**src/rtl/rr_penc_pkg.sv**
```systemverilog
// Shared types, mode constants and helpers for the round-robin priority encoder.
// Optional feature macro: RR_PENC_POPCOUNT_EN (popcount helper used only then).
package rr_penc_pkg;

    localparam logic MODE_FIXED = 1'b0;
    localparam logic MODE_RR    = 1'b1;

    // out_valid doubles as the state bit of the output register
    typedef enum logic {
        EMPTY = 1'b0,
        FULL  = 1'b1
    } state_t;

    // Index width that never collapses to zero bits
    function automatic int clog2_min1(input int n);
        return (n <= 2) ? 1 : $clog2(n);
    endfunction

    // Number of set bits; requests are zero-extended to 64 bits
    function automatic int unsigned popcount(input logic [63:0] v);
        int unsigned c;
        c = 0;
        for (int i = 0; i < 64; i++) begin
            c += {31'd0, v[i]};
        end
        return c;
    endfunction

endpackage

```
**src/rtl/penc_scan.sv**
```systemverilog
// Combinational request scan: MSB-first in fixed mode, rotating from a
// start index in round-robin mode.
module penc_scan
    import rr_penc_pkg::*;
#(
    parameter int N = 4,
    localparam int IDX_W = clog2_min1(N)
) (
    input  logic [N-1:0]     req,
    input  logic [IDX_W-1:0] start,
    input  logic             mode,
    output logic [IDX_W-1:0] idx,
    output logic             any
);

    localparam logic [IDX_W-1:0] LAST = IDX_W'(N - 1);

    logic [IDX_W-1:0] pos;
    logic             found;

    // Winner search; wrap is an explicit compare so non-power-of-two N works
    always_comb begin
        idx   = '0;
        any   = |req;
        pos   = start;
        found = 1'b0;
        if (mode == MODE_FIXED) begin
            for (int i = 0; i < N; i++) begin
                if (req[i]) begin
                    idx = IDX_W'(i);
                end
            end
        end else begin
            for (int k = 0; k < N; k++) begin
                if (!found && req[pos]) begin
                    idx   = pos;
                    found = 1'b1;
                end
                pos = (pos == LAST) ? '0 : pos + IDX_W'(1);
            end
        end
    end

endmodule

```
**src/rtl/rr_priority_encoder.sv**
```systemverilog
// Registered N-bit priority encoder with fixed / round-robin modes and a
// one-deep valid/ready output stage. Optional macro: RR_PENC_POPCOUNT_EN.
module rr_priority_encoder
    import rr_penc_pkg::*;
#(
    parameter int N = 4,
    localparam int IDX_W = clog2_min1(N)
) (
    input  logic             clk,
    input  logic             reset,
    input  logic             in_valid,
    output logic             in_ready,
    input  logic [N-1:0]     req,
    input  logic             rr_mode,
    output logic             out_valid,
    input  logic             out_ready,
    output logic [IDX_W-1:0] out_idx,
`ifdef RR_PENC_POPCOUNT_EN
    output logic [$clog2(N+1)-1:0] out_count,
`endif
    output logic             out_zero
);

    localparam logic [IDX_W-1:0] LAST = IDX_W'(N - 1);

    state_t           state_q;
    state_t           state_d;
    logic [IDX_W-1:0] ptr;
    logic [IDX_W-1:0] win;
    logic             any;
    logic             capture;

    // A capture requested while reset is high is dropped
    assign capture = in_valid && in_ready && !reset;

    penc_scan #(.N(N)) u_scan (
        .req   (req),
        .start (ptr),
        .mode  (rr_mode),
        .idx   (win),
        .any   (any)
    );

    // State register
    always_ff @(posedge clk) begin
        if (reset) state_q <= EMPTY;
        else       state_q <= state_d;
    end

    // Next state: fill on capture, drain on accept without refill
    always_comb begin
        state_d = state_q;
        unique case (state_q)
            EMPTY: if (capture) state_d = FULL;
            FULL:  if (out_ready && !capture) state_d = EMPTY;
            default: state_d = EMPTY;
        endcase
    end

    // Handshake outputs; ready is forced high while reset is asserted
    always_comb begin
        out_valid = (state_q == FULL);
        in_ready  = reset || (state_q == EMPTY) || out_ready;
    end

    // Result register and round-robin pointer
    always_ff @(posedge clk) begin
        if (reset) begin
            out_idx  <= '0;
            out_zero <= 1'b1;
            ptr      <= '0;
        end else if (capture) begin
            out_idx  <= any ? win : '0;
            out_zero <= !any;
            if (rr_mode == MODE_RR && any) begin
                ptr <= (win == LAST) ? '0 : win + IDX_W'(1);
            end
        end
    end

`ifdef RR_PENC_POPCOUNT_EN
    // Set-bit count of the captured request, held with the index
    always_ff @(posedge clk) begin
        if (reset) begin
            out_count <= '0;
        end else if (capture) begin
            out_count <= ($clog2(N+1))'(popcount(64'(req)));
        end
    end
`endif

endmodule

```
**config.mk**
```make
export PLATFORM = sky130hd
export DESIGN_NAME = rr_priority_encoder
export DESIGN_NICKNAME = d
export VERILOG_FILES = /design/src/rtl/rr_penc_pkg.sv /design/src/rtl/penc_scan.sv /design/src/rtl/rr_priority_encoder.sv
export SDC_FILE = /design/constraint.sdc
export NUM_CORES = 1
export LEC_CHECK = 0
export BUFFER_PORTS_ARGS = -buffer_cell sky130_fd_sc_hd__buf_2
export CAP_MARGIN = 40
export CELL_PAD_IN_SITES_DETAIL_PLACEMENT = 2
export CELL_PAD_IN_SITES_GLOBAL_PLACEMENT = 2
export CORE_MARGIN = 2
export CORE_UTILIZATION = 31
export DETAILED_ROUTE_END_ITERATION = 8
export PLACE_DENSITY = 0.86
export SLEW_MARGIN = 40
export SYNTH_ARGS = -nofsm -noshare
export SYNTH_HDL_FRONTEND = slang
export SYNTH_HIERARCHICAL = 1
export SYNTH_SLANG_ARGS = --single-unit
```
**constraint.sdc**
```tcl
create_clock -name clk -period 4.38 [get_ports clk]
set_clock_uncertainty 0.15 [all_clocks]
set_input_delay 1.314 -clock clk [delete_from_list [all_inputs] [get_ports clk]]
set_output_delay 1.314 -clock clk [all_outputs]
set_load 0.005 [all_outputs]
```
# After elaboration in Yosys (flattened, before gate mapping)

Cells that the tools add are included.

Register bits after elaboration: 6
Bits of input ports: 9
Output and inout bits: 5
Logic and storage cells: 64

Add/sub/neg operators: 4
Magnitude comparators: 4
Equality and inequality tests: 4
Muxes and demuxes: 30
Bitwise logic cells: 1
Reduce and logical (&&, ||, !) cells: 17

Operators with widths:

| kind                | number |
|---|---|
| $mux 2              | 12 |
| $mux 1              | 13 |
| $lt 2x3->1 const B  | 4 |
| $add 2x1->2 const B | 4 |
| $bmux 1 s2          | 4 |
| $eq 2x2->1 const B  | 4 |
| $logic_and 1x1->1   | 7 |
| $logic_not 1->1     | 6 |
| $reduce_or 4->1     | 1 |
| $logic_or 1x1->1    | 2 |
| $pmux 1 s2          | 1 |
| $reduce_and 2->1    | 1 |
| $not 1->1           | 1 |

# Depth between registers and ports, before layout

Gate-level depths: netlist of the first run.

Depth after elaboration: 18
Depth in mapped cells: 8
Depth with buffers taken out: 8

# Modules after synthesis

Netlist of the first run, hierarchy kept.

Modules (own cells, without submodules):

| module              | instances | cells an instance | area an instance (um^2) | seq. area each (um^2) |
|---|---|---|---|---|
| rr_priority_encoder | 1         | 29                | 285.3                   | 120.1 |
| penc_scan           | 1         | 30                | 239.0                   | 0.0 |

# Least setup slack after synthesis of the first run

Ideal clock, no wire load.

Path type: input port to output port
From: input reset
To: output in_ready
Arrival time: 1826 ps
Data required time: 2916 ps
Setup slack: 1090 ps
Cell stages on the path: 2
Path buffers: 1
Path through: or3b_1 > buf_6

Longest elaborated chain between the ends: 2

Ends and longest elaborated chain:

| item                          | RTL line                  | text |
|---|---|---|
| from (decl)                   | rr_priority_encoder.sv:10 | `input logic reset,` |
| $logic_or 1x1->1 (2 in a row) | rr_priority_encoder.sv:63 | `in_ready = reset \|\| (state_q == EMPTY) \|\| out_ready;` |
| to (decl)                     | rr_priority_encoder.sv:12 | `output logic in_ready,` |

No other way between the ends.

# Final worst setup path of the first run

Ends and elaborated chain as after synthesis.

==> impl_metrics.py, run 1 <==
metrics = {
    "run_status": {
        "status": "complete, no violations",
    },
    "cells_and_area": {
        "fin_util": 0.394,
        "final_nets": 85,
        "stdcell_count": 88,
        "syn_to_final_growth_pct": 16.0,
        "finish.instance_area_sq_um": 608,
        "drive_gt1_frac": 0.306,
        "n_antenna_cell": 0,
    },
    "route": {
        "drtAntennaViolNets": 0,
        "drc": 0,
        "wire_per_inst_microns": 16.6,
        "wl_microns": 1460,
        "vias": 520,
        "drt-vias-per-instance": 5.91,
        "firstDrtPassIters": 2,
        "drt-initial-drc-count": 2,
    },
    "setup_path": {
        "cp_num_buf_inv": 2,
        "startpoint_type": "primary input",
        "r2r_slack_ns": 1.48,
        "path_cells": "buf_2 > or3b_1 > buf_2",
        "worstReg2RegEnd": "ptr[0]",
        "slowest_delay_ns": 0.52,
        "path_common_cell": "buf_2",
        "ff2ff_path_depth": 8,
        "cp_data_required_time_ns": 2.92,
        "cpMaxStageDelayCell": "or3b_1",
        "arrival_ns": 2.16,
        "path_max_fanout": 9,
        "timing.rr.start": "ptr[0]",
        "critPathKind": "in2out",
        "crit_path_end_kind": "output pin",
        "cp_top_family": "simple AND/OR/NAND/NOR gates",
    },
    "hold_path": {
        "hp-start": "out_zero",
        "holdPathStages": 2,
        "min_path_type": "reg2reg",
        "whs_endpoint": "out_zero",
    },
    "cts": {
        "cts-buffers-inserted": 3,
        "cts_buffer_depth": 2,
        "postCtsSetupRepairBufs": 0,
        "clk_latency_ns": 0.25,
        "clkTransAtPathRegs_ns": 0.05,
        "root_buffer": "clkbuf_4",
        "cts_tree": "done",
        "h-tree-depth": 1,
        "cts-resized-gates": 0,
        "hold_buffers": 0,
        "clock_sinks": 6,
    },
    "synth": {
        "synth_nets": 70,
        "yosys.cell_types.count": 32,
        "syn_inst": 59,
        "yosysTopAreaCellShare": 0.229,
        "synth_ff_type": "dfxtp_1",
        "synth_seq_cells": 6,
        "synth_edf_count": 0,
        "yosysTopAreaCell": "dfxtp_1",
        "syn_area_sq_um": 524,
        "ys_seq_area_frac": 0.229,
        "yosys_warnings": 6,
        "ys_top_cells_by_count": "dfxtp_1 (6), a21oi_1 (4), inv_1 (4), o21ai_0 (4)",
        "synth_most_common_cell": "dfxtp_1",
        "synth.avg_cell_area_sq_um": 8.89,
        "ys_async_sr_fraction": 0,
        "synthTopCellsByArea": "dfxtp_1 (23%), ha_1 (4.8%), a211oi_1 (4.3%), mux2_2 (4.3%), mux4_2 (4.3%)",
    },
    "sta": {
        "worst_pin_slew_ns": 0.445,
        "fin_crit_ns": 3.62,
        "rsz0062_at_grt": "false",
        "setup_viol": 0,
        "fmax_ghz": 0.276,
        "hold_viol": 0,
        "final_max_slew_viol_count": 0,
        "setup_ws_ns": 0.760,
        "period_share": 0.827,
        "relSlewSlack": 0.701,
        "tns_ns": 0,
    },
    "global_routing": {
        "grt_util_all_layers": 0.179,
        "grt-ovfl-total": 0,
        "grt_pass1_wl_microns": 2590,
        "antenna_found_initial": 0,
        "grt_max_degree": 13,
        "grt_pass1_vias": 556,
    },
    "placement": {
        "placed_cell_area_sq_um": 586,
        "pre_cts_ws_ns": 0.788,
        "place_congestion": 0.759,
        "dp.cells": 85,
        "dp_hpwl_microns": 1120,
        "port-buffer-count": 13,
    },
    "die": {
        "die_h_microns": 45.1,
        "std_cell_rows": 14,
        "num_io_pins": 14,
        "die-area_sq_um": 2040,
        "core_area_sq_um": 1540,
        "die_w_microns": 45.1,
        "floorplan.initialDensity": 0.340,
    },
    "flow_run": {
        "max_cap_violations": 0,
    },
    "power_and_ir_drop": {
        "p_per_area_nw_per_um2": 264,
        "vdd_ir_drop_max_v": 0.000148,
        "p_leak_nw": 0.265,
    },
}
==> how the worst max path moves through the flow <==
stage,startpoint,end,cells past startpoint
after floorplan,reset,in_ready,2
after global placement,reset,in_ready,3
after detailed placement,reset,in_ready,3
after CTS,reset,in_ready,3
after global routing,reset,in_ready,3
final,reset,in_ready,3
==> report_power, final <==
| part | switching (mW) | internal, mW |
|---|---|---|
| sequential | 0.00359 | 0.0590 |
| clock | 0.0212 | 0.0311 |
| combinational | 0.0236 | 0.0220 |
==> sequential cells by signal (all words and copies together), names as in the netlist <==
name,flops
out_valid,1
out_zero,1
ptr,2
out_idx,2
==> metrics by stage <==
step,hold WS [ns],total power [mW]
6_report,0.397,0.160
5_1_grt,0.471,0.175
4_1_cts,0.397,0.165
3_5_place_dp,0.386,0.109
3_3_place_gp,0.391,0.107
2_1_floorplan,0.315,0.0922
==> cell type report <==
type                       count  area [sq um]
timing repair buffer          13          65.1
sequential                     6           120
clock buffer                   3          22.5
multi-input combinational     46           365
fill                         191           933
inverter                       4          15.0
tap                           16          20.0
==> worst reg2reg max path, cell delays in order, from the launching register on <==
cell,delay [ns]
dfxtp_1,0.55
ha_1,0.32
nor2_1,0.11
maj3_1,0.38
a221oi_1,0.32
nor3_1,0.15
ha_1,0.21
or4_1,0.52
a21oi_1,0.13
==> cells in the final DEF (no fill, tap or decap), types with 2 or more instances in the layout <==
master,count
buf_2,13
inv_1,4
maj3_1,2
ha_1,2
nor2b_1,2
a21oi_1,4
nor2_1,3
nand2b_1,2
clkbuf_4,3
o21ai_0,4
and2b_1,2
a211oi_1,3
dfxtp_1,6
mux2_2,2
or3b_1,2
or4_1,2
a41o_1,2
==> per-layer routing <==
metal | up-vias | share of wire | GRT usage | wire length [microns]
met3 | 2 | 0.017 | 0.0360 | 25
met2 | 7 | 0.51 | 0.291 | 746
li1 | 256 | - | - | -
met4 | 0 | 0.0082 | 0.106 | 12
met5 | - | 0 | 0 | 0
met1 | 255 | 0.46 | 0.217 | 672
==> logic make-up (layout without fill, tap and decap cells) <==
family | count (synthesis) | in the layout | share of synthesized area
buffers and inverters | 7 | 20 | 0.0740
muxes | 3 | 3 | 0.0859
AOI/OAI and AO/OA | 21 | 21 | 0.277
DFF | 6 | 6 | 0.229
and+or+nand+nor | 18 | 18 | 0.248
adders and majority gates | 4 | 4 | 0.0859
Power figures use the tool's default switching activity.
==> inputs of run 2 (changes only) <==
CORE_UTILIZATION = 28   (was 31)
PLACE_DENSITY = 0.79   (was 0.86)
clock period = 3.4 ns   (was 4.38 ns; I/O delays follow)
==> impl_metrics.py, run 2 (same netlist as run 1, synthesis figures left out) <==
metrics = {
    "power_and_ir_drop": {
        "p_leak_nw": 0.270,
        "vdd_ir_drop_max_v": 0.000156,
        "p_per_area_nw_per_um2": 329,
    },
    "setup_path": {
        "startpoint_type": "primary input",
        "path_max_fanout": 9,
        "timing.rr.start": "ptr[0]",
        "worstReg2RegEnd": "ptr[0]",
        "cp-endpoint": "in_ready",
        "ff2ff_path_depth": 8,
        "crit_path_end_kind": "output pin",
        "critPathKind": "in2out",
        "cp_data_required_time_ns": 2.23,
        "arrival_ns": 1.86,
        "r2r_slack_ns": 0.55,
        "startpoint": "reset",
    },
    "die": {
        "std_cell_rows": 15,
        "floorplan.initialDensity": 0.300,
        "die_h_microns": 47.3,
        "die-area_sq_um": 2230,
        "core_area_sq_um": 1750,
        "die_w_microns": 47.3,
        "num_io_pins": 14,
    },
    "sta": {
        "rsz0062_at_grt": "false",
        "tns_ns": 0,
        "fmax_ghz": 0.330,
        "hold_viol": 0,
        "relSlewSlack": 0.741,
        "final_max_slew_viol_count": 0,
        "period_share": 0.891,
        "setup_viol": 0,
        "fin_crit_ns": 3.03,
        "worst_pin_slew_ns": 0.388,
    },
    "route": {
        "drtAntennaViolNets": 0,
        "drt-vias-per-instance": 5.33,
        "drc": 0,
        "vias": 522,
        "wire_per_inst_microns": 14.8,
        "firstDrtPassIters": 4,
        "wl_microns": 1460,
        "drt-initial-drc-count": 15,
    },
    "cells_and_area": {
        "final_nets": 86,
        "final_cell_mix": "buf_2 (13), dfxtp_1 (6), a21oi_1 (4), o21ai_0 (4), inv_1 (4)",
        "fill_cells": 210,
        "largestRegisters": "out_idx (2), ptr (2)",
        "drive_gt1_frac": 0.315,
        "stdcell_count": 98,
        "multi_input_area_sq_um": 365,
        "syn_to_final_growth_pct": 19.6,
        "n_antenna_cell": 0,
        "final_common_cell": "buf_2",
        "final-seq-area_sq_um": 120,
    },
    "global_routing": {
        "grt_max_degree": 13,
        "antenna_found_initial": 0,
        "grt-ovfl-total": 0,
        "grt_util_all_layers": 0.151,
        "grt_pass1_wl_microns": 2390,
        "grt_pass1_vias": 493,
    },
    "cts": {
        "clock_sinks": 6,
        "clkTransAtPathRegs_ns": 0.04,
        "hold_buffers": 0,
        "cts-buffers-inserted": 3,
        "cts-resized-gates": 0,
        "postCtsSetupRepairBufs": 0,
        "clk_latency_ns": 0.24,
        "root_buffer": "clkbuf_4",
        "cts_tree": "done",
        "h-tree-depth": 1,
        "cts_buffer_depth": 2,
    },
    "run_status": {
        "status": "complete, no violations",
    },
    "placement": {
        "port-buffer-count": 13,
        "dp.cells": 95,
        "place_congestion": 0.686,
        "dp_hpwl_microns": 1130,
    },
    "flow_run": {
        "max_cap_violations": 0,
    },
    "hold_path": {
        "min_path_type": "reg2reg",
        "holdPathStages": 2,
    },
}
==> run 2: metal layers <==
layer  share of wire  vias to the layer above  GRT usage
met4               0                        0     0.0167
met3           0.031                        0     0.0462
li1                -                      261          -
met5               0                        -          0
met1            0.48                      252      0.222
met2            0.48                        9      0.222
==> run 2: worst min path at each step <==
stage,start,end,slack [ns]
2_1_floorplan,ptr[0],ptr[0],0.32
3_3_place_gp,out_zero,out_zero,0.36
3_5_place_dp,out_zero,out_zero,0.40
4_1_cts,out_zero,out_zero,0.42
5_1_grt,out_zero,out_zero,0.42
6_report,out_zero,out_zero,0.40
==> run 2: layout make-up <==
cell class                 instances  share of cell area
clock buffer                       3              0.0359
inverter                           4              0.0240
timing repair buffer              14               0.116
sequential                         6               0.192
tap                               25              0.0499
multi-input combinational         46               0.583
==> run 2: where the power goes <==
part / switching [mW] / internal (mW) / leakage, nW
registers: 0.00463 / 0.0761 / 0.0495
clock network: 0.0261 / 0.0400 / 0.0138
logic: 0.0300 / 0.0292 / 0.207
total: 0.0607 / 0.145 / 0.270
==> run 2: worst max-delay path, cell delays in order <==
cell	delay, ns
buf_2	0.14
or3b_1	0.51
buf_2	0.18
==> run 2: metrics by stage <==
| stage | util | worst slack [ns] | area (sq um) | hold WS, ns | power, mW |
|---|---|---|---|---|---|
| 2_1_floorplan | - | 0.459 | 524 | 0.315 | 0.119 |
| 3_3_place_gp | 0.346 | 0.194 | 604 | 0.362 | 0.139 |
| 3_5_place_dp | 0.346 | 0.167 | 604 | 0.400 | 0.141 |
| 4_1_cts | 0.359 | 0.362 | 627 | 0.416 | 0.210 |
| 5_1_grt | 0.359 | 0.309 | 627 | 0.420 | 0.222 |
| 6_report | 0.359 | 0.371 | 627 | 0.402 | 0.206 |
